==> config.mk <==
export PLATFORM = sky130hd
export DESIGN_NAME = seg7_scan_driver
export DESIGN_NICKNAME = d
export VERILOG_FILES = /design/src/rtl/seg7_scan_driver.sv
export SDC_FILE = /design/constraint.sdc
export NUM_CORES = 1
export LEC_CHECK = 0
export CAP_MARGIN = 20
export CORE_ASPECT_RATIO = 1.5
export CORE_UTILIZATION = 30
export CTS_BUF_LIST = sky130_fd_sc_hd__clkbuf_4 sky130_fd_sc_hd__clkbuf_8
export DETAILED_ROUTE_END_ITERATION = 12
export PLACE_DENSITY_LB_ADDON = 0.1
export SLEW_MARGIN = 15
export SYNTH_ARGS = -nofsm -noshare
export SYNTH_HDL_FRONTEND = slang
export SYNTH_SLANG_ARGS = --single-unit
export TNS_END_PERCENT = 50
==> constraint.sdc <==
create_clock -name clock_i -period 3 [get_ports clock_i]
set_input_delay 0.6 -clock clock_i [delete_from_list [all_inputs] [get_ports clock_i]]
set_output_delay 0.6 -clock clock_i [all_outputs]
set_load 0.005 [all_outputs]
==> src/rtl/seg7_scan_driver.sv <==
// Multiplexed multi-digit 7-segment driver with double-buffered digit word.
// Latency: segs_o/an_o are registered and show the idx/active word of the previous cycle.
// Backpressure: none; load_i is always accepted, and the last load in a frame wins.
// Build option: define SEG7_SCAN_BRIGHTNESS_EN to add brightness_i PWM dimming of an_o.
module seg7_scan_driver #(
    parameter int DIGITS      = 4,
    parameter int REFRESH_DIV = 50000
) (
    input  logic                  clock_i,
    input  logic                  reset_n_i,
    input  logic [4*DIGITS-1:0]   value_i,
    input  logic [DIGITS-1:0]     dp_mask_i,
    input  logic                  load_i,
    input  logic                  hex_mode_i,
    input  logic                  blank_lz_i,
`ifdef SEG7_SCAN_BRIGHTNESS_EN
    input  logic [2:0]            brightness_i,
`endif
    output logic [7:0]            segs_o,
    output logic [DIGITS-1:0]     an_o,
    output logic                  frame_tick_o
);

    localparam int CW = $clog2(REFRESH_DIV);
    localparam int IW = (DIGITS > 1) ? $clog2(DIGITS) : 1;
    localparam logic [CW-1:0] CNT_LAST = CW'(REFRESH_DIV - 1);
    localparam logic [IW-1:0] IDX_LAST = IW'(DIGITS - 1);

    logic [CW-1:0]       cnt_q, cnt_d;
    logic [IW-1:0]       idx_q, idx_d;
    logic [4*DIGITS-1:0] act_val_q, act_val_d, pend_val_q, pend_val_d;
    logic [DIGITS-1:0]   act_dp_q, act_dp_d, pend_dp_q, pend_dp_d;
    logic                pend_vld_q, pend_vld_d;
    logic [7:0]          segs_q, segs_d;
    logic [DIGITS-1:0]   an_q, an_d;
    logic                frame_tick_q, frame_tick_d;

    logic                slot_end, frame_wrap;
    logic [3:0]          cur_nib;
    logic                cur_dp, cur_blank, nonzero_seen, slot_on;
    logic [DIGITS-1:0]   cur_onehot;

    // a..g pattern for one nibble; values above 9 show a dash unless hex mode
    function automatic logic [6:0] seg_code(input logic [3:0] nib, input logic hex);
        logic [6:0] code;
        case (nib)
            4'h0: code = 7'b1111110;
            4'h1: code = 7'b0110000;
            4'h2: code = 7'b1101101;
            4'h3: code = 7'b1111001;
            4'h4: code = 7'b0110011;
            4'h5: code = 7'b1011011;
            4'h6: code = 7'b1011111;
            4'h7: code = 7'b1110000;
            4'h8: code = 7'b1111111;
            4'h9: code = 7'b1111011;
            4'hA: code = 7'b1110111;
            4'hB: code = 7'b0011111;
            4'hC: code = 7'b1001110;
            4'hD: code = 7'b0111101;
            4'hE: code = 7'b1001111;
            default: code = 7'b1000111;
        endcase
        if (!hex && nib > 4'd9) begin
            code = 7'b0000001;
        end
        return code;
    endfunction

    // Select the digit currently scanned and decide whether it is a blanked leading zero
    always_comb begin
        cur_nib      = '0;
        cur_dp       = 1'b0;
        cur_onehot   = '0;
        cur_blank    = 1'b0;
        nonzero_seen = 1'b0;
        for (int i = 0; i < DIGITS; i++) begin
            if (idx_q == IW'(i)) begin
                cur_nib       = act_val_q[4*i +: 4];
                cur_dp        = act_dp_q[i];
                cur_onehot[i] = 1'b1;
            end
        end
        // Walk from the most significant digit down; digit 0 is never blanked.
        for (int i = DIGITS - 1; i >= 1; i--) begin
            if (act_val_q[4*i +: 4] != 4'd0) begin
                nonzero_seen = 1'b1;
            end
            if (idx_q == IW'(i) && !nonzero_seen) begin
                cur_blank = blank_lz_i;
            end
        end
    end

    // Scan counters, double-buffer handoff and next output values
    always_comb begin
        slot_end   = (cnt_q == CNT_LAST);
        frame_wrap = slot_end && (idx_q == IDX_LAST);

        cnt_d = slot_end ? '0 : cnt_q + 1'b1;
        idx_d = idx_q;
        if (slot_end) begin
            idx_d = (idx_q == IDX_LAST) ? '0 : idx_q + 1'b1;
        end

        act_val_d  = act_val_q;
        act_dp_d   = act_dp_q;
        pend_val_d = pend_val_q;
        pend_dp_d  = pend_dp_q;
        pend_vld_d = pend_vld_q;
        if (load_i) begin
            if (frame_wrap) begin
                // Load coinciding with the wrap bypasses the pending stage.
                act_val_d  = value_i;
                act_dp_d   = dp_mask_i;
                pend_vld_d = 1'b0;
            end else begin
                pend_val_d = value_i;
                pend_dp_d  = dp_mask_i;
                pend_vld_d = 1'b1;
            end
        end else if (frame_wrap && pend_vld_q) begin
            act_val_d  = pend_val_q;
            act_dp_d   = pend_dp_q;
            pend_vld_d = 1'b0;
        end

`ifdef SEG7_SCAN_BRIGHTNESS_EN
        slot_on = (32'(cnt_q) < (((32'(brightness_i) + 32'd1) * 32'(REFRESH_DIV)) >> 3));
`else
        slot_on = 1'b1;
`endif
        an_d         = slot_on ? cur_onehot : '0;
        segs_d       = cur_blank ? {7'b0000000, cur_dp} : {seg_code(cur_nib, hex_mode_i), cur_dp};
        frame_tick_d = frame_wrap;
    end

    // State and output registers with synchronous active-low reset
    always_ff @(posedge clock_i) begin
        if (!reset_n_i) begin
            cnt_q        <= '0;
            idx_q        <= '0;
            act_val_q    <= '0;
            act_dp_q     <= '0;
            pend_val_q   <= '0;
            pend_dp_q    <= '0;
            pend_vld_q   <= 1'b0;
            segs_q       <= '0;
            an_q         <= '0;
            frame_tick_q <= 1'b0;
        end else begin
            cnt_q        <= cnt_d;
            idx_q        <= idx_d;
            act_val_q    <= act_val_d;
            act_dp_q     <= act_dp_d;
            pend_val_q   <= pend_val_d;
            pend_dp_q    <= pend_dp_d;
            pend_vld_q   <= pend_vld_d;
            segs_q       <= segs_d;
            an_q         <= an_d;
            frame_tick_q <= frame_tick_d;
        end
    end

    assign segs_o       = segs_q;
    assign an_o         = an_q;
    assign frame_tick_o = frame_tick_q;

endmodule

# Word level (Yosys, flattened, before mapping)
# Memories as Yosys holds them, arrays and structs flattened.
# Cells that the tools add are included.
# classes
addsub,2
n_lt_le_gt_ge,1
eq_ne,5
n_mux,29
n_bitwise,2
n_reduce_logical,20
# ops
operator,n
16-bit 2-to-1 mux,3
4-bit 2-to-1 mux,7
1-bit 2-to-1 mux,18
"16-bit by 1-bit adder with 16-bit output, second input constant",1
"16-bit equality test, second input constant",1
4-bit nonzero test,3
1-bit logical AND,6
"2-bit equality test, second input constant",2
"4-bit > comparator, second input constant",1
1-bit zero test,4
2-bit AND reduction,2
2-bit OR reduction,2
3-bit OR reduction,1
"2-bit by 1-bit adder with 2-bit output, second input constant",1
"2-bit by 1-bit equality test with 1-bit output, second input constant",1
2-bit zero test,1
2-bit 2-to-1 mux,1
"2-bit by 1-bit inequality test with 1-bit output, second input constant",1
1-bit inverter,2
2-bit nonzero test,1
# totals
regBits,72
mem_bits_ro,112
inputBits,25
output_inout_bits,13
word_cells,72
n_memories,1
# mem_list
memory,words,word_bits,read_ports,rd_ports_with_merged_regs,write_ports,line,rtl
(name not given),16,7,1,0,0,46,case (nib)

# Longest topological paths before layout
# Gate-level depths: netlist of run 1.
# logic_depth
word_depth,8
mapped_depth,11
ltp_nobuf,10

# Least setup slack after synthesis of run 1
# OpenSTA, ideal clock, no wires.
# synth_timing
kind,reg2reg
from,register idx_q[1]
to,"register segs_q[6], in the netlist segs_o[6]"
setup_time_ns,0.159
arrival_time_ns,2.403
t_required_ns,2.841
setup_slack_ns,0.438
path_stages_with_launch,12
synth_period_minus_slack_ns,2.562
cell_sequence,dfxtp_1 > inv_1 > ha_1 > buf_6 > nand3b_1 > a221oi_1 > inv_1 > ha_1 > nor2_1 > o211ai_1 > o211ai_1 > a311oi_1
# synth_between
elab_chain_len,8
word_cells_on_any_way,18
# synth_rtl
element,line,rtl
start: declaration,30,"logic [IW-1:0] idx_q, idx_d;"
start signal: assignment,153,idx_q <= idx_d;
2-bit zero test,78,if (idx_q == IW'(i)) begin
4-bit 2-to-1 mux (4 in series),78,
4-bit > comparator,64,if (!hex && nib > 4'd9) begin
1-bit logical AND,64,
3-bit OR reduction (no source line),n/a,
end signal: assignment,159,segs_q <= segs_d;
end: declaration,34,"logic [7:0] segs_q, segs_d;"
# Parallel ways exist; a longest one is shown, timed or not.
# A chain may end at the register's enable or synchronous reset.

# Worst setup path in the final report of run 1
# layout_timing
from,register idx_q[0]
to,"register segs_q[6], in the netlist segs_o[6]"
# Same word-level chain as after synthesis.

==> results.yml, run 1 <==
worst_setup_path:
  startpoint_type: "register"
  cp_max_fo: 12
  cp_slowest_stage_delay_ns: 0.39
  critPathSlowestCell: "dfxtp_1"
  crit_type: "register to register"
  cp.arrival_ns: 2.87
  critPathTopFamily: "compound AO/OA/AOI/OAI gates"
  crit_path_cell_trace: "inv_1 > ha_1 > nor3b_1 > a221oi_1 > buf_4 > ha_1 > nor2_1 > o211ai_1 > o211ai_1 > a311oi_1"
  path_buf_inv: 2
  endpoint_kind: "register"
  critical_path_required_ns: 3.25
placed_design:
  placed_cells: 520
  gp_congestion: 0.7818
  portBuffers: 37
  dpl_cell_area_um2: 3943
  dpl.hpwl_um: 5088
cts:
  cts_tree: "yes"
  cts_root_buf: "clkbuf_8"
  clk_pin_slew_ns: 0.07
  hold_buffers: 0
  ctsHtreeMaxLevel: 3
  cts_buffers: 9
  clock_tree.buffer_depth: 2
  cts.sinks: 72
  insertion_delay_ns: 0.35
run_status:
  status: "completed"
grt:
  antenna_found_initial: 0
  grt_pass1_vias: 2524
  grt_overflow_total: 0
  grt_max_degree: 41
  gr-usage-all-layers_pct: 13.26
  grt_pass1_wl_um: 12070
cells_and_area:
  final_area_um2: 4155
  layout-drive-gt1-share_pct: 10.03
  final_cells: 536
  nets: 421
  area_delta_synth_final_pct: 20.50
  n_antenna_cell: 0
floorplanning:
  core_um2: 11110
  start_util_pct: 31.03
  die_y_um: 133.3
  io_pins: 38
  die_area_um2: 11940
  die_x_um: 89.54
  row_count: 47
power_and_ir_drop:
  p_per_area_nw_per_um2: 458.2
  ir_worst_vdd_uv: 199.7
  p_leak_uw: 0.001871
sta:
  hold_violations: 0
  min_period_over_period_pct: 87.28
  report.final.slew_viol_count: 0
  finalSetupViolCount: 0
  fin_crit_ns: 2.618
  finalSetupTns_ns: 0
  rsz0062_at_grt: "false"
  max_freq_ghz: 0.3819
  clock_skew_ns: 0.008542
  slew_headroom_pct: 58.74
  tightestPinTransition_ns: 0.6161
drt:
  viasPerCell: 4.677
  finalWirelength_um: 7065
  via_count: 2507
  drtPass1Iterations: 4
  dr.first_iter.drc_count: 107
  drtAntennaViolNets: 0
  routedWlPerCell_um: 13.18
  drc_errors: 0
logic_synthesis:
  yosysMostFrequentCell: "dfxtp_1"
  yosysSeqAreaShare_pct: 41.80
  synth_edf_count: 0
  synthArstFlopShare_pct: 0
  ys.flop_type: "dfxtp_1"
  syn-num-nets: 387
  netlist_top_cells_count: "72 x dfxtp_1, 42 x mux2i_1, 31 x nand2_1"
  yosysTopAreaCell: "dfxtp_1"
  yosysWarnings: 0
  ys_ff_latch: 72
  synth_area_um2: 3448
  syn_avg_cell_area_um2: 9.852
  synthDominantCellAreaShare_pct: 41.80
  synth_cell_types: 48
  postSynthCellCount: 350
  synthTopCellsByArea: "dfxtp_1 42%, mux2i_1 12%, o211a_1 5.8%"
worst_hold_path:
  min_path_type: "register to register"
flow_run:
  cap_violations: 0
==> layout make-up <==
| type | count | area, µm² |
|---|---|---|
| clock buffer | 15 | 200.2 |
| clock inverter | 1 | 7.507 |
| fill | 1139 | 6959 |
| inverter | 12 | 45.04 |
| multi-input combinational | 243 | 1839 |
| sequential | 72 | 1441 |
| tap | 147 | 183.9 |
| timing repair buffer | 46 | 437.9 |
==> power breakdown <==
group	switching (µW)	total (µW)	leakage (µW)	internal, µW
Clock	351	775	0.000105	423
Combinational	59.1	137	0.00118	78.3
Sequential	11.2	992	0.000587	981
Total	422	1900	0.00187	1480
==> layer usage <==
| layer | up-vias | part of all wire (%) | routed length [µm] | global-route usage, % |
|---|---|---|---|---|
| met5 | - | 0 | 0 | 0 |
| met4 | 0 | 2.7 | 194 | 7.055 |
| met3 | 16 | 2.5 | 179 | 3.222 |
| met2 | 32 | 50 | 3499 | 21.76 |
| met1 | 1174 | 45 | 3192 | 15.58 |
| li1 | 1285 | - | - | - |
==> stage by stage <==
step / hold WS (ns) / util [%] / worst slack, ns / power (µW)
finish: 0.4630 / 37.39 / 0.3816 / 1904
global route: 0.4891 / 37.39 / 0.03274 / 1998
CTS: 0.4674 / 37.34 / 0.2327 / 1949
detailed placement: 0.4498 / 35.47 / 0.2638 / 1155
global placement: 0.4449 / 35.47 / 0.4898 / 1154
floorplan: 0.4295 / - / 0.4381 / 1092
==> sequential cells by signal, indices dropped and copies added (netlist names) <==
| register | flops |
|---|---|
| act_dp_q | 4 |
| segs_o | 8 |
| pend_dp_q | 4 |
| an_o | 4 |
| cnt_q | 16 |
| frame_tick_o | 1 |
| act_val_q | 16 |
| pend_val_q | 16 |
| idx_q | 2 |
| pend_vld_q | 1 |
==> worst paths after layout <==
check | slack [ns] | endpoint | cells after the start | from
setup / recovery | 0.38 | segs_o[6] | 10 | idx_q[0]
hold / removal | 0.46 | cnt_q[0] | 1 | cnt_q[0]
setup reg to reg | 0.38 | segs_o[6] | 10 | idx_q[0]
hold reg to reg | 0.46 | cnt_q[0] | 1 | cnt_q[0]
==> timing repair <==
item,in CTS,in global routing
setup endpoints to repair,0,2
endpoints found under the hold margin,0,0
setup buffers,0,0
resized for setup,0,1
==> logic make-up after synthesis <==
group	count (synthesis)	share of synthesized area, %
AOI/OAI and AO/OA	49	12.37
xor gates and xnor gates	15	3.810
adders and majority gates	12	4.354
buffers and inverters	35	5.188
DFF	72	41.80
muxes	44	12.84
and+or+nand+nor	123	19.63
==> worst register-to-register path, cell delays in order, from the launching register on <==
cell      delay (ns)
dfxtp_1         0.39
inv_1           0.08
ha_1            0.33
nor3b_1         0.20
a221oi_1        0.30
buf_4           0.21
ha_1            0.17
nor2_1          0.05
o211ai_1        0.17
o211ai_1        0.29
a311oi_1        0.34
==> cell usage in the layout (no fill, tap or decap), types with 3 or more instances in the layout <==
master | netlist | routed
nor2_1 | 24 | 24
o211a_1 | 20 | 20
xnor2_1 | 6 | 6
inv_1 | 12 | 12
buf_4 | 2 | 9
dfxtp_1 | 72 | 72
a211oi_1 | 5 | 5
nor3_1 | 3 | 3
nand3_1 | 8 | 8
clkdlybuf4s50_1 | 0 | 37
xor2_1 | 9 | 9
mux2i_1 | 42 | 42
ha_1 | 12 | 12
o211ai_1 | 3 | 3
o21ai_0 | 3 | 3
nand4_1 | 3 | 3
nand2_1 | 31 | 31
nor2b_1 | 23 | 23
nand3b_1 | 3 | 3
and2_1 | 6 | 6
a21oi_1 | 7 | 7
clkbuf_8 | 0 | 14
nor3b_1 | 4 | 4
and3_1 | 5 | 5
Power figures use the tool's default switching activity.
==> run 2, diff against run 1 <==
--- a/config.mk
+++ b/config.mk
@@ -9,8 +9,10 @@
 export CORE_ASPECT_RATIO = 1.5
 export CORE_UTILIZATION = 30
 export CTS_BUF_LIST = sky130_fd_sc_hd__clkbuf_4 sky130_fd_sc_hd__clkbuf_8
+export CTS_CLUSTER_SIZE = 10
 export DETAILED_ROUTE_END_ITERATION = 12
 export PLACE_DENSITY_LB_ADDON = 0.1
+export REMOVE_ABC_BUFFERS = 1
 export SLEW_MARGIN = 15
 export SYNTH_ARGS = -nofsm -noshare
 export SYNTH_HDL_FRONTEND = slang
==> run 2 against run 1 <==
  * Sequential share of layout area increased by 0.073 points
  * Combinational power about the same
  * Count of clock-buffer cells in the layout fell by 2
  * Setup slack worse by 0.072 ns
  * Sequential power barely moved
  * Sequential cell count did not move
  * Final cell count grew 0.19%
  * Maximum frequency shrank 2.7%
  * Register-to-register slack worse by 0.07 ns
  * Die area unchanged
  * Via count down 0.20%
  * Critical path type unchanged
  * First-iteration DRC count shrank 37%
==> results.yml, run 2 (synthesis results as in run 1) <==
run_status:
  status: "completed"
cts:
  post_cts_buffers: 0
  clock_tree.buffer_depth: 2
  cts_root_buf: "clkbuf_8"
  ctsHtreeMaxLevel: 3
  cts_resized: 0
  insertion_delay_ns: 0.34
  clk_pin_slew_ns: 0.08
  cts_buffers: 9
  cts.sinks: 72
  hold_buffers: 0
  cts_tree: "yes"
placed_design:
  gp_congestion: 0.7843
  dpl.hpwl_um: 5189
  portBuffers: 37
  dp_slack_ns: 0.3117
  placed_cells: 521
  dpl_cell_area_um2: 3950
cells_and_area:
  largest_registers: "act_val_q x16, cnt_q x16, pend_val_q x16"
  final_cells: 537
  nets: 422
  final_cell_mix: "72 x dfxtp_1, 42 x mux2i_1, 37 x clkdlybuf4s50_1"
  fillers: 1110
  layout-drive-gt1-share_pct: 10.00
  area_delta_synth_final_pct: 20.25
  final_common_cell: "dfxtp_1"
  final_area_um2: 4146
  n_antenna_cell: 0
grt:
  grt_overflow_total: 0
  grt_pass1_wl_um: 12180
  grt_max_degree: 41
  gr-usage-all-layers_pct: 13.49
  grt_pass1_vias: 2527
  antenna_found_initial: 0
sta:
  clock_skew_ns: 0.008706
  report.final.slew_viol_count: 0
  slew_headroom_pct: 59.49
  min_period_over_period_pct: 89.69
  hold_violations: 0
  fin_crit_ns: 2.691
  rsz0062_at_grt: "false"
  finalSetupViolCount: 0
  tightestPinTransition_ns: 0.6077
  finalSetupTns_ns: 0
  max_freq_ghz: 0.3716
  finalWorstSetupSlack_ns: 0.3092
drt:
  via_count: 2502
  drtPass1Iterations: 4
  routedWlPerCell_um: 13.29
  drtAntennaViolNets: 0
  viasPerCell: 4.659
  finalWirelength_um: 7138
  drc_errors: 0
  dr.first_iter.drc_count: 67
power_and_ir_drop:
  p_leak_uw: 0.001871
  ir_worst_vdd_uv: 163.3
  p_per_area_nw_per_um2: 458.7
floorplanning:
  die_y_um: 133.3
  io_pins: 38
  start_util_pct: 31.03
  die_area_um2: 11940
  core_um2: 11110
  die_x_um: 89.54
  row_count: 47
worst_setup_path:
  cp_max_fo: 12
  critical_path_required_ns: 3.25
  rr_endpoint: "segs_o[6]"
  reg2reg_depth: 10
  crit_end: "segs_o[6]"
  startpoint_type: "register"
  worstReg2RegStart: "idx_q[0]"
  crit_type: "register to register"
  endpoint_kind: "register"
  reg2reg_slack_ns: 0.31
  cp.arrival_ns: 2.94
  crit_start: "idx_q[0]"
worst_hold_path:
  min_path_type: "register to register"
  hold_depth: 1
flow_run:
  cap_violations: 0
run 2: critical path, cell delays in order, from the launching register on:
cell	delay, ns
dfxtp_1	0.40
inv_1	0.09
ha_1	0.32
a21oi_1	0.15
o21ai_0	0.10
a22oi_1	0.42
ha_1	0.30
nor2_1	0.05
o211ai_1	0.17
o211ai_1	0.27
a311oi_1	0.32
run 2: through the flow:
stage               utilization, %  hold WS [ns]  total power [µW]
floorplan                        -        0.4295              1075
detailed placement           35.54        0.4615              1157
finish                       37.31        0.4697              1902
global placement             35.54        0.4558              1155
global route                 37.31        0.4923              1992
CTS                          37.31        0.4801              1943
run 2: how the worst min path moves through the flow:
stage | startpoint | slack [ns] | to
floorplan | cnt_q[0] | 0.43 | cnt_q[0]
global placement | cnt_q[0] | 0.46 | cnt_q[0]
detailed placement | cnt_q[0] | 0.46 | cnt_q[0]
CTS | cnt_q[0] | 0.48 | cnt_q[0]
global route | cnt_q[0] | 0.49 | cnt_q[0]
finish | cnt_q[0] | 0.47 | cnt_q[0]
run 2: power by group:
group          switching (µW)  internal (µW)
clock network             350            421
logic                    60.1           79.1
registers                11.3            981
total                     422           1480
run 2: layout make-up:
cell class              count  area (µm²)  area share [%]
well taps                 147       183.9           4.436
inverters                  12       45.04           1.086
clock inverters             3       42.54           1.026
clock buffers              13       153.9           3.712
multi-input cells         243        1834           44.24
flip-flops and latches     72        1441           34.76
repair buffers             47       445.4           10.74
run 2: routing by layer:
metal / track usage, % / vias up / routed length, µm
li1: - / 1286 / -
met1: 15.47 / 1179 / 3094
met2: 23.40 / 30 / 3761
met3: 2.788 / 7 / 166
met4: 6.085 / 0 / 116
met5: 0 / - / 0
